===== config.mk =====
export PLATFORM = sky130hd
export DESIGN_NAME = aes128_enc_ctrl
export DESIGN_NICKNAME = d
export VERILOG_FILES = /design/src/rtl/aes128_enc_ctrl.sv
export SDC_FILE = /design/constraint.sdc
export NUM_CORES = 2
export LEC_CHECK = 0
export BUFFER_PORTS_ARGS = -buffer_cell sky130_fd_sc_hd__buf_2
export CORE_AREA = 2 2 254 256
export DETAILED_ROUTE_END_ITERATION = 7
export DIE_AREA = 0 0 256 258
export PLACE_DENSITY_LB_ADDON = 0.05
export SKIP_CTS_REPAIR_TIMING = 1
export SYNTH_ARGS = -nofsm -noshare
export SYNTH_HDL_FRONTEND = slang
export SYNTH_SLANG_ARGS = --single-unit

===== constraint.sdc =====
create_clock -name clk -period 14.78 [get_ports clk]
set_input_delay 2.956 -clock clk [delete_from_list [all_inputs] [get_ports clk]]
set_output_delay 2.956 -clock clk [all_outputs]
set_load 0.01 [all_outputs]

===== src/rtl/aes128_enc_ctrl.sv =====
// Iterative AES-128 encryption controller: alternates key-expansion and round phases
// through one shared, external combinational SubBytes instance.
module aes128_enc_ctrl #(
    parameter int NR = 10
) (
    input  logic         clk,
    input  logic         rst,
    input  logic         start,
    input  logic [127:0] plaintext,
    input  logic [127:0] key,
    output logic         busy,
    output logic         done,
    output logic [127:0] ciphertext,
    output logic [127:0] sbox_in,
    input  logic [127:0] sbox_out
);

    localparam logic [3:0] LastRound = 4'(NR);

    typedef enum logic [1:0] {StIdle, StKey, StData, StDone} fsm_e;

    fsm_e         fsm_q;
    logic [3:0]   round_q;
    logic [127:0] data_q;
    logic [127:0] rk_q;

    logic [31:0]  sub_word;
    logic [31:0]  w0_d, w1_d, w2_d, w3_d;
    logic [127:0] sr_out;
    logic [127:0] mc_out;

    function automatic logic [7:0] xtime(input logic [7:0] a);
        return {a[6:0], 1'b0} ^ (a[7] ? 8'h1b : 8'h00);
    endfunction

    function automatic logic [31:0] mix_col(input logic [31:0] col);
        logic [7:0] a0, a1, a2, a3;
        {a0, a1, a2, a3} = col;
        return {xtime(a0) ^ xtime(a1) ^ a1 ^ a2 ^ a3,
                a0 ^ xtime(a1) ^ xtime(a2) ^ a2 ^ a3,
                a0 ^ a1 ^ xtime(a2) ^ xtime(a3) ^ a3,
                xtime(a0) ^ a0 ^ a1 ^ a2 ^ xtime(a3)};
    endfunction

    // Byte 4c+r is row r of column c; row r rotates left by r columns.
    function automatic logic [127:0] shift_rows(input logic [127:0] s);
        logic [127:0] res;
        res = '0;
        for (int c = 0; c < 4; c++) begin
            for (int r = 0; r < 4; r++) begin
                res[127-8*(4*c+r) -: 8] = s[127-8*(4*((c+r)%4)+r) -: 8];
            end
        end
        return res;
    endfunction

    function automatic logic [127:0] mix_columns(input logic [127:0] s);
        logic [127:0] res;
        res = '0;
        for (int c = 0; c < 4; c++) begin
            res[127-32*c -: 32] = mix_col(s[127-32*c -: 32]);
        end
        return res;
    endfunction

    function automatic logic [7:0] rcon(input logic [3:0] r);
        logic [7:0] v;
        case (r)
            4'd1:    v = 8'h01;
            4'd2:    v = 8'h02;
            4'd3:    v = 8'h04;
            4'd4:    v = 8'h08;
            4'd5:    v = 8'h10;
            4'd6:    v = 8'h20;
            4'd7:    v = 8'h40;
            4'd8:    v = 8'h80;
            4'd9:    v = 8'h1b;
            4'd10:   v = 8'h36;
            default: v = 8'h00;
        endcase
        return v;
    endfunction

    always_comb begin
        sub_word = sbox_out[31:0] ^ {rcon(round_q), 24'h0};
        w0_d     = rk_q[127:96] ^ sub_word;
        w1_d     = rk_q[95:64] ^ w0_d;
        w2_d     = rk_q[63:32] ^ w1_d;
        w3_d     = rk_q[31:0] ^ w2_d;
        sr_out   = shift_rows(sbox_out);
        mc_out   = mix_columns(sr_out);
    end

    // The S-box operand is parked at zero outside the active phases.
    always_comb begin
        sbox_in = '0;
        unique case (fsm_q)
            StKey:   sbox_in = {96'h0, rk_q[23:0], rk_q[31:24]};
            StData:  sbox_in = data_q;
            default: sbox_in = '0;
        endcase
    end

    always_ff @(posedge clk or posedge rst) begin
        if (rst) begin
            fsm_q      <= StIdle;
            round_q    <= '0;
            data_q     <= '0;
            rk_q       <= '0;
            ciphertext <= '0;
            busy       <= 1'b0;
            done       <= 1'b0;
        end else begin
            done <= 1'b0;
            unique case (fsm_q)
                StIdle, StDone: begin
                    if (start) begin
                        data_q  <= plaintext ^ key;
                        rk_q    <= key;
                        round_q <= 4'd1;
                        busy    <= 1'b1;
                        fsm_q   <= StKey;
                    end
                end
                StKey: begin
                    rk_q  <= {w0_d, w1_d, w2_d, w3_d};
                    fsm_q <= StData;
                end
                StData: begin
                    if (round_q == LastRound) begin
                        ciphertext <= sr_out ^ rk_q;
                        busy       <= 1'b0;
                        done       <= 1'b1;
                        fsm_q      <= StDone;
                    end else begin
                        data_q  <= mc_out ^ rk_q;
                        round_q <= round_q + 4'd1;
                        fsm_q   <= StKey;
                    end
                end
                default: fsm_q <= StIdle;
            endcase
        end
    end

endmodule


==> flow_summary.toml <==
[final_layout]
final_nets = 3956
finish.utilization_pct = 51.2
drive_gt1_share_pct = 21.7
area_delta_synth_final_pct = 17.1
final_cells = 4459

[pwr]
seq_power_share_pct = 28.1
p_int_mw = 4.33
vdd_ir_drop_max_v = 0.000194
switching_share_pct = 48.3
power.switching_mw = 4.04
pwr-share-clk_pct = 15.3
p_leak_nw = 14.5
power_density_nw_per_um2 = 257
p_comb_share_pct = 56.6

[clocking]
cts_made_buffers = 49
clock_sinks = 392
cts_buffer_depth = 3
clk_pin_slew_ns = 0.06
cts_tree = "built"
h-tree-depth = 2
clk_latency_ns = 0.61
cts_root_buffer = "clkbuf_16"

[global_routing]
grt_overflow = 0
grt_pass1_vias = 24000
antenna_found_initial = 6
grt_max_degree = 261
grt.total_usage_pct = 33.7
grt_pass1_wl_microns = 164000

[worst_setup_path]
cpMaxStageDelayCell = "buf_4"
cpMostUsedCell = "buf_4"
worst-path-buf-inv = 4
rr_startpoint = "fsm_q[0]"
cpPeakStageDelay_ns = 0.86
crit_required_ns = 11.82
ff2ff_setup_slack_ns = 9.97
r2r-end = "data_q[112]"
crit_family = "buffers and inverters"
cp-start-kind = "flip-flop"
worstPathMaxFanout = 101
crit_path_end_kind = "output pin"
cp_data_arrival_time_ns = 4.10
crit_chain = "inv_1 > ha_4 > buf_4 > buf_4 > and2_1 > buf_2"
path_class = "flip-flop to output pin"
ff2ff_path_depth = 10

[timing]
setup_tns_ns = 0
relSlewSlack_pct = 26.7
tightest_slew_ns = 1.10
rsz0062_at_grt = "false"
final-hold-violation-count = 0
maxSlewViolCount = 0
fin_skew_ns = 0.0181
max_freq_ghz = 0.142
finalCritPeriodShare_pct = 47.7
setup_viol = 0
fin_crit_ns = 7.05

[placed_design]
placed_cells = 4364
place_hpwl_microns = 88100
port_buffers = 644
gp_congestion = 0.945

[yosys]
ys_warn_count = 0
synth_edf_count = 0
netlist_top_cells_area = "dfrtp_1, xnor2_1, o21ai_0, xor2_1, nand2_1"
synth_cell_types = 62
ys_ff_latch = 392
syn_area_per_cell_sq_um = 8.71
async_flop_share_pct = 100
yosysTopAreaCell = "dfrtp_1"
syn_inst = 3197
netlist.area_leader.share_pct = 35.2
syn-cell-area_sq_um = 27800
ys.flop_type = "dfrtp_1"
yosysSeqAreaShare_pct = 35.2
mappedNetlistNets = 3593

[die]
io_pins = 645
die_area_sq_um = 66000
core_sq_um = 63600
start_util_pct = 43.7
rows = 93
fp.dieH_microns = 258
die_width_microns = 256

[min_path]
min_from = "data_q[121]"
min_path_type = "flip-flop to flip-flop"
whs_path_depth = 1
hold_path_end = "data_q[121]"

[routing]
vias = 24400
drt_first_iter_violations = 2084
drc_errors = 0
wl_microns = 114000
wl_per_cell_microns = 25.5
vias_per_cell = 5.47
dr.pass1.iters = 5
ant_nets = 0

[job]
maxCapViolCount = 0

[outcome]
outcome = "finished, final reports clean"
## metal layers
layer  GRT usage [%]  vias up  share of wire, %
li1                -    11300                 -
met1            44.5    11900                42
met2            54.5      980                47
met3            5.55      209               6.6
met4            15.4        6               4.8
met5               0        -             0.040
## final cells by class
cell class              count  area, sq um
fillers                  6206        31100
clock buffers              76         1530
multi-input cells        2440        16600
flip-flops and latches    392         9810
repair buffers            662         3380
inverters                  15         65.1
well taps                 855         1070
clock inverters            15          160
diodes                      4         10.0
## how the worst max path moves through the flow
stage          startpoint          end  cells past startpoint
3_3_place_gp     fsm_q[0]  sbox_in[75]                      6
4_1_cts          fsm_q[0]  sbox_in[70]                      6
2_1_floorplan         rst         busy                      1
6_report         fsm_q[0]  sbox_in[70]                      6
3_5_place_dp     fsm_q[0]  sbox_in[70]                      6
5_1_grt          fsm_q[0]  sbox_in[67]                      6
## synthesized netlist by cell type, types with 2 or more instances
| library cell | number |
|---|---|
| a211oi_1 | 68 |
| a21o_1 | 68 |
| a21oi_1 | 176 |
| a221oi_1 | 22 |
| a22o_1 | 2 |
| a22oi_1 | 32 |
| a2bb2oi_1 | 2 |
| a31oi_1 | 3 |
| and2_1 | 98 |
| buf_1 | 11 |
| buf_2 | 111 |
| buf_4 | 2 |
| clkbuf_1 | 224 |
| dfrtp_1 | 392 |
| ha_1 | 9 |
| inv_1 | 13 |
| mux2i_1 | 7 |
| nand2_1 | 314 |
| nand2b_1 | 26 |
| nand3_1 | 73 |
| nand3b_1 | 2 |
| nor2_1 | 154 |
| nor2b_1 | 5 |
| nor3_1 | 4 |
| nor4_1 | 3 |
| o21ai_0 | 336 |
| o21ai_1 | 6 |
| o22a_1 | 22 |
| o22ai_1 | 48 |
| o2bb2a_1 | 4 |
| o2bb2ai_1 | 3 |
| or2_2 | 22 |
| or3_1 | 2 |
| xnor2_1 | 721 |
| xnor3_1 | 24 |
| xor2_1 | 162 |
## power by group through the flow
stage / registers, mW / logic (mW) / clock network, mW
after CTS: 2.33 / 4.72 / 1.30
after global routing: 2.39 / 5.18 / 1.33
after detailed placement: 2.35 / 4.70 / 0
final: 2.35 / 4.74 / 1.28
after global placement: 2.34 / 4.61 / 0
after floorplan: 1.96 / 3.52 / 0
## cell families (layout without fill, tap and decap cells)
family	count (synthesis)	count (layout)	share of synthesized area, %
compound gates	804	804	17.1
xor+xnor	911	911	30.0
fa+ha+maj	9	9	0.404
buf+inv	365	768	5.48
flops	392	392	35.2
mux	8	8	0.292
other cells	0	4	0
simple gates	708	708	11.4
## stage by stage
step           setup WS, ns  cell area, sq um  hold slack [ns]  power (mW)
3_3_place_gp           8.43             30900            0.452        6.95
2_1_floorplan         0.926             27800            0.441        5.48
6_report               7.73             32600            0.470        8.37
3_5_place_dp           8.35             30900            0.458        7.05
4_1_cts                7.71             32600            0.472        8.35
5_1_grt                7.49             32600            0.481        8.91
## cells in the final DEF, fill, tap and decap left out, drive strengths merged, types with 2 or more instances in the layout
cell type | netlist | final
a211oi | 69 | 69
a21o | 68 | 68
a21oi | 176 | 176
a221oi | 22 | 22
a22o | 2 | 2
a22oi | 32 | 32
a2bb2oi | 2 | 2
a31oi | 3 | 3
and2 | 98 | 98
buf | 125 | 662
bufinv | 0 | 3
clkbuf | 225 | 76
clkinv | 1 | 11
dfrtp | 392 | 392
diode | 0 | 4
ha | 9 | 9
inv | 14 | 16
mux2i | 7 | 7
nand2 | 314 | 314
nand2b | 26 | 26
nand3 | 74 | 74
nand3b | 3 | 3
nor2 | 154 | 154
nor2b | 5 | 5
nor3 | 4 | 4
nor4 | 3 | 3
o21ai | 342 | 342
o22a | 22 | 22
o22ai | 48 | 48
o2bb2a | 4 | 4
o2bb2ai | 3 | 3
or2 | 22 | 22
or3 | 2 | 2
xnor2 | 722 | 722
xnor3 | 25 | 25
xor2 | 163 | 163
## sequential cells by signal (all words and copies together), names as in the netlist
register / cells
done: 1
fsm_q: 2
round_q: 4
data_q: 128
ciphertext: 128
busy: 1
rk_q: 128
Note: power is estimated with default switching activity, not from simulation.
